## config.mk

```make
export PLATFORM = sky130hd
export DESIGN_NAME = simd_booth_sequencer
export DESIGN_NICKNAME = d
export VERILOG_FILES = /design/src/rtl/simd_booth_sequencer.sv
export SDC_FILE = /design/constraint.sdc
export NUM_CORES = 1
export LEC_CHECK = 0
export ABC_AREA = 1
export CAP_MARGIN = 10
export CORE_ASPECT_RATIO = 1.25
export CORE_MARGIN = 4
export CORE_UTILIZATION = 40
export DETAILED_ROUTE_END_ITERATION = 10
export PLACE_DENSITY_LB_ADDON = 0.2
export SLEW_MARGIN = 20
export SYNTH_ARGS = -nofsm -noshare
export SYNTH_HDL_FRONTEND = slang
export SYNTH_SLANG_ARGS = --single-unit
```

## constraint.sdc

```tcl
create_clock -name clk -period 2.09 [get_ports clk]
set_clock_uncertainty 0.1 [all_clocks]
set_input_delay 0.627 -clock clk [delete_from_list [all_inputs] [get_ports clk]]
set_output_delay 0.627 -clock clk [all_outputs]
set_load 0.05 [all_outputs]
```

## src/rtl/simd_booth_sequencer.sv

```systemverilog
// simd_booth_sequencer
// Sequencing controller for the SIMD radix-2 Booth multiplier. Owns the packed
// 36-bit Z accumulator. Per-lane Booth commands are decoded from Z, and the
// shifter result is clocked back for 16, 8 or 4 iterations. The packed signed
// product is then presented with a one-cycle done pulse.

module simd_booth_sequencer (
    input  logic        clk,
    input  logic        rst,
    input  logic        start,
    input  logic [1:0]  mode,
    input  logic [15:0] multiplicand,
    input  logic [15:0] multiplier,
    input  logic [35:0] shift_in,
    output logic [35:0] z_q,
    output logic [1:0]  mode_q,
    output logic [15:0] a_field,
    output logic [15:0] m_field,
    output logic [7:0]  lane_op,
    output logic        busy,
    output logic        done,
    output logic        err,
    output logic [31:0] product
);

    typedef enum logic [1:0] {
        IDLE = 2'd0,
        ITER = 2'd1,
        DONE = 2'd2
    } state_t;

    localparam logic [1:0] MODE_1X16 = 2'b00;
    localparam logic [1:0] MODE_2X8  = 2'b01;
    localparam logic [1:0] MODE_4X4  = 2'b10;
    localparam logic [1:0] MODE_RSVD = 2'b11;

    localparam logic [1:0] OP_NONE = 2'b00;
    localparam logic [1:0] OP_ADD  = 2'b01;
    localparam logic [1:0] OP_SUB  = 2'b10;

    state_t      state;
    state_t      state_next;
    logic [3:0]  cnt;
    logic        accept;
    logic        reject;
    logic        last_iter;
    logic [35:0] z_load;
    logic [3:0]  cnt_load;
    logic [31:0] product_next;

    // Booth recoding of one lane from its {Q lsb, q-1} pair
    function automatic logic [1:0] booth_op(input logic [1:0] pair);
        case (pair)
            2'b01:   booth_op = OP_ADD;
            2'b10:   booth_op = OP_SUB;
            default: booth_op = OP_NONE;
        endcase
    endfunction

    // State register
    always_ff @(posedge clk) begin
        if (rst) begin
            state <= IDLE;
        end else begin
            state <= state_next;
        end
    end

    // Next-state logic: accept or reject a request in IDLE/DONE, count out ITER
    always_comb begin
        state_next = state;
        accept     = 1'b0;
        reject     = 1'b0;
        last_iter  = 1'b0;
        case (state)
            IDLE, DONE: begin
                if (start && (mode != MODE_RSVD)) begin
                    accept     = 1'b1;
                    state_next = ITER;
                end else begin
                    reject     = start;
                    state_next = IDLE;
                end
            end
            ITER: begin
                if (cnt == 4'd0) begin
                    last_iter  = 1'b1;
                    state_next = DONE;
                end
            end
            default: state_next = IDLE;
        endcase
    end

    // Initial Z image for a new request: multiplier in the Q fields, A and q-1 cleared
    always_comb begin
        z_load   = '0;
        cnt_load = 4'd0;
        case (mode)
            MODE_1X16: begin
                z_load[16:1] = multiplier;
                cnt_load     = 4'd15;
            end
            MODE_2X8: begin
                z_load[25:18] = multiplier[15:8];
                z_load[8:1]   = multiplier[7:0];
                cnt_load      = 4'd7;
            end
            MODE_4X4: begin
                for (int k = 0; k < 4; k++) begin
                    z_load[9*k+1 +: 4] = multiplier[4*k +: 4];
                end
                cnt_load = 4'd3;
            end
            default: begin
                z_load   = '0;
                cnt_load = 4'd0;
            end
        endcase
    end

    // Adder-facing views of Z: packed A fields and per-lane add/sub/none commands
    always_comb begin
        a_field = '0;
        lane_op = '0;
        case (mode_q)
            MODE_1X16: begin
                a_field = z_q[32:17];
                if (state == ITER) begin
                    lane_op[1:0] = booth_op(z_q[1:0]);
                end
            end
            MODE_2X8: begin
                a_field = {z_q[33:26], z_q[16:9]};
                if (state == ITER) begin
                    lane_op[1:0] = booth_op(z_q[1:0]);
                    lane_op[3:2] = booth_op(z_q[18:17]);
                end
            end
            MODE_4X4: begin
                for (int k = 0; k < 4; k++) begin
                    a_field[4*k +: 4] = z_q[9*k+5 +: 4];
                    if (state == ITER) begin
                        lane_op[2*k +: 2] = booth_op(z_q[9*k +: 2]);
                    end
                end
            end
            default: begin
                a_field = '0;
                lane_op = '0;
            end
        endcase
    end

    // Packed {A,Q} per lane taken from the final shifter output
    always_comb begin
        product_next = '0;
        case (mode_q)
            MODE_1X16: product_next = shift_in[32:1];
            MODE_2X8:  product_next = {shift_in[33:18], shift_in[16:1]};
            MODE_4X4: begin
                for (int k = 0; k < 4; k++) begin
                    product_next[8*k +: 8] = shift_in[9*k+1 +: 8];
                end
            end
            default: product_next = '0;
        endcase
    end

    // Datapath registers: load on accept, shift during ITER, capture product on the last shift
    always_ff @(posedge clk) begin
        if (rst) begin
            z_q     <= '0;
            m_field <= '0;
            mode_q  <= '0;
            cnt     <= '0;
            product <= '0;
            err     <= 1'b0;
        end else begin
            err <= reject;
            if (accept) begin
                z_q     <= z_load;
                m_field <= multiplicand;
                mode_q  <= mode;
                cnt     <= cnt_load;
            end else if (state == ITER) begin
                z_q <= shift_in;
                cnt <= cnt - 4'd1;
                if (last_iter) begin
                    product <= product_next;
                end
            end
        end
    end

    assign busy = (state == ITER);
    assign done = (state == DONE);

endmodule

```

; ---- Word level (Yosys, flattened, before mapping)
; Cells that the tools add are included.
[classes]
n_reduce_logical = 13
mux = 36
n_eq_ne = 18
n_bitwise = 2
addsub = 1
[op_table]
columns = cell, count
row1 = case mux 32 bit (3 select lines), 1
row2 = 2-to-1 mux 32 bit, 2
row3 = case mux 16 bit (3 select lines), 1
row4 = case mux 2 bit (2 select lines), 8
row5 = 2-to-1 mux 4 bit, 7
row6 = "== test 2 x 1 -> 1 bit, second input constant", 8
row7 = "== test 2 bit, second input constant", 8
row8 = case mux 4 bit (2 select lines), 2
row9 = case mux 4 bit (3 select lines), 1
row10 = 2-to-1 mux 2 bit, 5
row11 = OR reduction 2 bit, 4
row12 = 2-to-1 mux 1 bit, 7
row13 = zero test 2 bit, 3
row14 = 2-to-1 mux 3 bit, 2
row15 = OR reduction 3 bit, 2
row16 = zero test 4 bit, 1
row17 = "subtractor 4 x 1 -> 4 bit, second input constant", 1
row18 = AND reduction 3 bit, 1
row19 = "!= test 2 x 1 -> 1 bit, second input constant", 1
row20 = "!= test 2 bit, second input constant", 1
row21 = NOT 1 bit, 2
row22 = nonzero test 2 bit, 1
row23 = logical AND 1 bit, 1
[word_totals]
in_bits = 73
output_inout_bits = 113
reg_bits = 93

; ---- Depth between registers and ports, before layout
; Gate-level depths: netlist of the first run.
[logic_depth]
ltp_word = 6
ltp_mapped = 9

; ---- Worst setup path before layout of the first run
; Ideal clock, no wire load.
[synth_path]
path_type = reg-to-output
startpoint = reg mode_q[1]
endpoint = out lane_op[4]
n_path_buf = 2
t_required_ns = 1.363
slack_ns = -1.405
t_arrival_ns = 2.768
stages_incl_launch_ff = 6
cell_sequence = dfxtp_1 -> ha_1 -> buf_2 -> buf_2 -> inv_1 -> nor4_1
[synth_between]
elab_chain_len = 2
[synth_lines]
columns = element, line_no
row1 = from (decl), 16  ; output logic [1:0] mode_q,
row2 = from (signal assigned), 184  ; mode_q <= mode;
row3 = == test 2 bit, 126  ; case (mode_q)
row4 = 2-to-1 mux 4 bit, 126
row5 = to (decl), 19  ; output logic [7:0] lane_op,
; No other way between the ends.

; ---- Worst setup path in the final report of the first run
[layout_path]
startpoint = reg mode_q[1]
endpoint = out a_field[10]
[layout_between]
elab_chain_len = 2
[layout_lines]
columns = element, line_no
row1 = "== test 2 bit, or another cell as far along", 126
row2 = case mux 16 bit (3 select lines) *, 126
row3 = to (decl), 17  ; output logic [15:0] a_field,
; Every way passes the cells marked *; elsewhere a longest branch is shown, timed or not.

==> results of run 1 <==
path summary, 6_finish.rpt:
| path | end | slack (ns) | cells after the start |
|---|---|---|---|
| setup / recovery | a_field[10] | -0.30 | 8 |
| hold / removal | m_field[6] | 0.36 | 2 |
| setup reg to reg | product[30] | 0.18 | 9 |
| hold reg to reg | m_field[6] | 0.36 | 2 |
sequential cells by signal, indices dropped and copies added (netlist names):
register	cells
mode_q	2
cnt	4
z_q	36
product	32
state	2
err	1
m_field	16
synth_stat cells:
cell and count:
a211oi_1 1, a21oi_1 68, a21oi_2 2, buf_1 3, buf_2 18, buf_4 7
buf_6 9, clkbuf_1 14, clkbuf_4 1, clkinv_1 1, dfxtp_1 93, ha_1 14
inv_1 46, inv_2 3, nand2_1 343, nand2_2 1, nand2_4 2, nand3_1 93
nand3_2 1, nor2_1 53, nor2_4 2, nor3_1 4, nor3b_4 1, nor4_1 3
o211ai_1 4, o21a_1 9, o21ai_0 15, or2_2 1, xor2_1 2
layout make-up:
| class | instances | area share, % |
|---|---|---|
| Clock buffer | 9 | 2.729 |
| Clock inverter | 5 | 0.7428 |
| Inverter | 50 | 3.032 |
| Multi-Input combinational cell | 619 | 37.87 |
| Sequential cell | 93 | 22.72 |
| Tap cell | 168 | 2.547 |
| Timing Repair Buffer | 238 | 30.36 |
through the flow:
| stage | power (W) | instance area, um^2 |
|---|---|---|
| after global routing | 0.006409 | 8254 |
| after CTS | 0.006066 | 8087 |
| after global placement | 0.004400 | 7664 |
| after detailed placement | 0.004412 | 7664 |
| after floorplan | 0.003546 | 5401 |
| final | 0.006101 | 8254 |
critical path, cell delays in order, from the launching register on:
cell and delay, ns:
dfxtp_4 0.36, buf_6 0.12, ha_4 0.17, buf_12 0.15, nand2_1 0.07, o211ai_1 0.09
nand2_1 0.11, clkinvlp_4 0.10, buf_12 0.15
what timing repair did:
action                     CTS  global route
pin swaps                    3            21
gates resized for setup     29            31
gates cloned                 0             1
setup endpoints to repair   26            35
buffers inserted             5             4
placed cells by master, fill, tap and decap left out, types with 6 or more instances in the layout:
cell type        instances
a21oi_1                 66
buf_12                  40
buf_4                  118
buf_6                    7
clkbuf_16               10
clkdlybuf4s50_1         71
clkinvlp_4              17
dfxtp_1                 88
ha_1                     6
inv_1                   30
nand2_1                322
nand2_2                 19
nand3_1                 80
nand3_2                 13
nor2_1                  49
o21a_1                   9
o21ai_0                 15
metal layers:
metal	vias up	wire length [um]
met3	30	1097
met1	2654	7712
met2	216	9134
li1	2975	-
met5	-	0
met4	0	569
cell families (layout without fill, tap and decap cells):
family	Yosys count	in the layout	synth area share [%]
simple gates	504	504	40.15
buf+inv	102	302	9.724
compound gates	99	99	10.40
flops	93	93	35.99
fa+ha+maj	14	14	3.387
xor+xnor	2	2	0.3387
where the power goes:
part,switching [W],internal [W],total [W]
sequential,0.000134,0.00191,0.00205
clock,0.000678,0.000917,0.00160
combinational,0.00151,0.000943,0.00246
total,0.00233,0.00377,0.00610
==> metrics.yaml, run 1 <==
met2_usage_pct: 41.04
syn-cell-area_mm2: 0.005172
cts_root_buf: "clkbuf_16"
fmax_mhz: 418.2
min-delay-start: "m_field[6]"
grt_max_degree: 73
worst_slack_ns: -0.3011
met1_usage_pct: 32.06
timing.hold.ws_ns: 0.3639
hold_buffers: 0
vias: 5875
grt_use_met3_pct: 3.338
numCtsBuffers: 9
cp_max_fo: 18
multi_input_area_mm2: 0.003126
cp.required_ns: 1.36
rr_startpoint: "mode_q[1]"
grt_first_pass_wirelength_um: 28480
clock_latency_ns: 0.34
dr.pass1.iters: 5
grt_pass1_vias: 5408
rsz0062_at_grt: "true"
synth.ff_latch_count: 93
yosysSeqAreaShare_pct: 35.99
setup_viol: 24
clk_pin_slew_ns: 0.06
powerDensity_mw_per_mm2: 739.1
drive_gt1_share_pct: 26.63
track_usage_pct: 24.48
dp_hpwl_um: 14190
postRouteAntennaNets: 0
leakagePower_nw: 3.564
cts_tree: "done"
period_share_pct: 114.4
die_h_um: 135.1
antenna_found_initial: 0
core_area_mm2: 0.01266
diodes: 0
portBuffers: 185
gp_congestion: 0.8878
pre_cts_ws_ns: -0.3421
crit_start: "mode_q[1]"
boundaryPins: 186
grt_busiest_layer: "met2"
cp-end-kind: "primary output"
die_area_mm2: 0.01483
fill_cells: 1146
die_w_um: 109.7
area_growth_syn_to_layout_pct: 59.58
clockBufferDepth: 2
seq_area_mm2: 0.001876
finalMaxSlewViolations: 0
setup-tns-final_ns: -5.843
slew_headroom_pct: 67.00
cap_viol_max_count: 0
synth_top_cell_area_share_pct: 35.99
synth_area_leaders: "dfxtp_1, nand2_1, nand3_1"
hold_class: "reg -> reg"
rows: 46
synth_area_leader_cell: "dfxtp_1"
synth_fp_nets: 901
finalWirelength_um: 18510
tightest_slew_ns: 0.4944
placed_cells: 1159
ys_types: 29
status: "finished with violations"
routedWlPerCell_um: 15.66
ir_worst_vdd_mv: 0.5597
fin_nets: 1098
postSynthAreaPerCell_um2: 6.354
fin_crit_ns: 2.391
cts.sink_count: 93
remaining_drc_errors: 0
gr-total-overflow: 0
synth_cells: 814
path_class: "reg -> out"
violations: "setup timing"
fin_util_pct: 65.19
cp-start-kind: "flop"
viasPerCell: 4.970
drt_iter0_markers: 306
finalHoldViolCount: 0
yosysWarnings: 0
stdcell_count: 1182
crit_arrival_ns: 1.66
initial_utilization_pct: 40.85
htreeDepth: 3
No activity file was read; power rests on OpenSTA's default activity.
==> run 2, diff against run 1 <==
ABC_AREA = default   (was 1)
CAP_MARGIN = default   (was 10)
CORE_UTILIZATION = 44   (was 40)
==> metrics.yaml, run 2 <==
yosysMostFrequentCell: "dfxtp_1"
largest_register_ffs: 36
finalWirelength_um: 17860
timing.hold.ws_ns: 0.3586
ys_types: 45
fin_nets: 832
clockBufferDepth: 2
die_w_um: 99.61
synth_edf_count: 0
muxShareOfSynthArea_pct: 1.979
path_class: "reg -> out"
rsz0062_at_grt: "true"
ir_worst_vdd_mv: 0.4664
dr.pass1.iters: 10
synth_fp_nets: 622
p_seq_share_pct: 35.3
gr-total-overflow: 0
leakagePower_nw: 3.141
synth_area_leaders: "dfxtp_1, a222oi_1, nand2_1"
htreeDepth: 3
synth_cells: 535
synth-xor-area-share_pct: 0
cp.required_ns: 1.36
initial_utilization_pct: 45.44
status: "finished with violations"
tightest_slew_ns: 1.006
core_area_mm2: 0.01016
grt_first_pass_wirelength_um: 26530
postSynthAreaPerCell_um2: 8.627
synth_compound_area_share_pct: 26.65
dp_hpwl_um: 12820
rows: 41
fmax_mhz: 384.0
cts_root_buf: "clkbuf_16"
placed_cells: 848
numCtsBuffers: 9
cts_tree: "done"
crit_arrival_ns: 1.88
period_share_pct: 124.6
drive_gt1_share_pct: 34.00
dpl_cell_area_mm2: 0.007194
finalMaxSlewViolations: 0
synth_top_cell_area_share_pct: 40.34
power.switching_w: 0.001928
ys.flop_type: "dfxtp_1"
slew_headroom_pct: 32.63
synth_common_cells: "dfxtp_1, nand2_1, o21ai_0"
synth_area_leader_cell: "dfxtp_1"
track_usage_pct: 27.37
final_common_cell: "buf_4"
hold_class: "reg -> reg"
design_area_mm2: 0.007841
portBuffers: 185
regMostFlops: "z_q"
remaining_drc_errors: 0
postRouteAntennaNets: 0
gp_congestion: 0.9043
p_comb_share_pct: 33.2
synth.ff_latch_count: 93
final_cell_mix: "buf_4, dfxtp_1, clkdlybuf4s50_1"
cap_viol_max_count: 0
finalHoldViolCount: 0
cp_max_fo: 14
syn-cell-area_mm2: 0.004616
vias: 5288
synthArstFlopShare_pct: 0
cp-start-kind: "flop"
worst_slack_ns: -0.5139
cts.sink_count: 93
internal_power_w: 0.003737
powerDensity_mw_per_mm2: 722.5
grt_pass1_vias: 5063
yosysSeqAreaShare_pct: 40.34
clkPwrFrac_pct: 31.5
boundaryPins: 186
cp-end-kind: "primary output"
viasPerCell: 6.016
routedWlPerCell_um: 20.32
diodes: 0
synth_top_family_by_area: "compound AO/OA/AOI/OAI gates"
synthSimpleGateAreaFrac_pct: 20.98
drt_iter0_markers: 566
die_area_mm2: 0.01220
violations: "setup timing"
setup_viol: 24
switching_share_pct: 34.03
area_growth_syn_to_layout_pct: 69.88
pre_cts_ws_ns: -0.4283
die_h_um: 122.5
synthAdderAreaFrac_pct: 3.795
clk_pin_slew_ns: 0.07
yosysWarnings: 0
antenna_found_initial: 0
top_regs: "z_q: 36 flops, product: 32 flops, m_field: 16 flops"
clock_latency_ns: 0.34
fin_crit_ns: 2.604
grt_max_degree: 42
stdcell_count: 879
## run 2: cell count changes after synthesis, sizes merged, moves of 32 or more
cell	previous run	this run
a222oi	0	32
inv	49	17
a21oi	70	31
o21ai	15	51
nand3	94	11
nand2	346	65
## run 2: layout make-up
class | count | area [um^2]
multi-input combinational | 377 | 2726
timing repair buffer | 247 | 2690
fill | 711 | 2316
sequential | 93 | 1871
clock buffer | 9 | 225.2
tap | 129 | 161.4
clock inverter | 7 | 98.84
inverter | 17 | 68.82
## run 2: cells by family (layout without fill, tap and decap cells)
| kind of cell | count (synthesis) | after routing |
|---|---|---|
| simple gates | 183 | 183 |
| compound gates | 171 | 171 |
| flops | 93 | 93 |
| buf+inv | 65 | 280 |
| fa+ha+maj | 14 | 14 |
| mux | 9 | 9 |
## run 2: stage by stage
stage / power, W / TNS, ns / util, %
detailed placement: 0.003781 / -18.57 / 70.83
finish: 0.005665 / -9.489 / 77.20
global placement: 0.003744 / -16.09 / 70.83
CTS: 0.005599 / -8.874 / 75.28
floorplan: 0.003028 / -5.008 / -
global route: 0.005856 / -11.18 / 77.20
## run 2: routing by layer
metal | vias up | routed length (um) | GRT usage (%)
met3 | 53 | 1818 | 6.765
met2 | 347 | 9062 | 49.24
met4 | 0 | 517 | 9.137
li1 | 2413 | - | -
met1 | 2475 | 6460 | 31.58
met5 | - | 0 | 0
## run 2: worst paths after layout
check,startpoint,end,slack [ns],cells past startpoint
max,mode_q[1],a_field[10],-0.51,7
min,m_field[5],m_field[5],0.36,2
max reg2reg,mode_q[1],product[29],0.21,7
min reg2reg,m_field[5],m_field[5],0.36,2
## run 2: what timing repair did
item | CTS | global route
resized for setup | 9 | 22
setup buffers | 5 | 7
hold buffers | 0 | 0
endpoints found under the setup margin | 35 | 66
gates cloned | 2 | 2
pin swaps | 21 | 20
## run 2: power groups by stage
stage	Sequential, W	Combinational, W	Clock, W
2_1_floorplan	0.00237	0.000660	0
3_3_place_gp	0.00203	0.00171	0
3_5_place_dp	0.00204	0.00174	0
4_1_cts	0.00200	0.00180	0.00180
5_1_grt	0.00201	0.00197	0.00188
6_report	0.00200	0.00188	0.00178
## run 2: critical path, stage by stage, from the launching register on
cell	delay (ns)
dfxtp_4	0.36
inv_2	0.06
ha_2	0.22
buf_12	0.17
a222oi_1	0.35
buf_4	0.19
nor2_4	0.04
buf_12	0.16
==> run 3, diff against run 2 <==
CTS_CLUSTER_DIAMETER = 60   (was default)
==> results of run 3 <==
No change in the layout: final DEF, timing and power equal those of run 2.
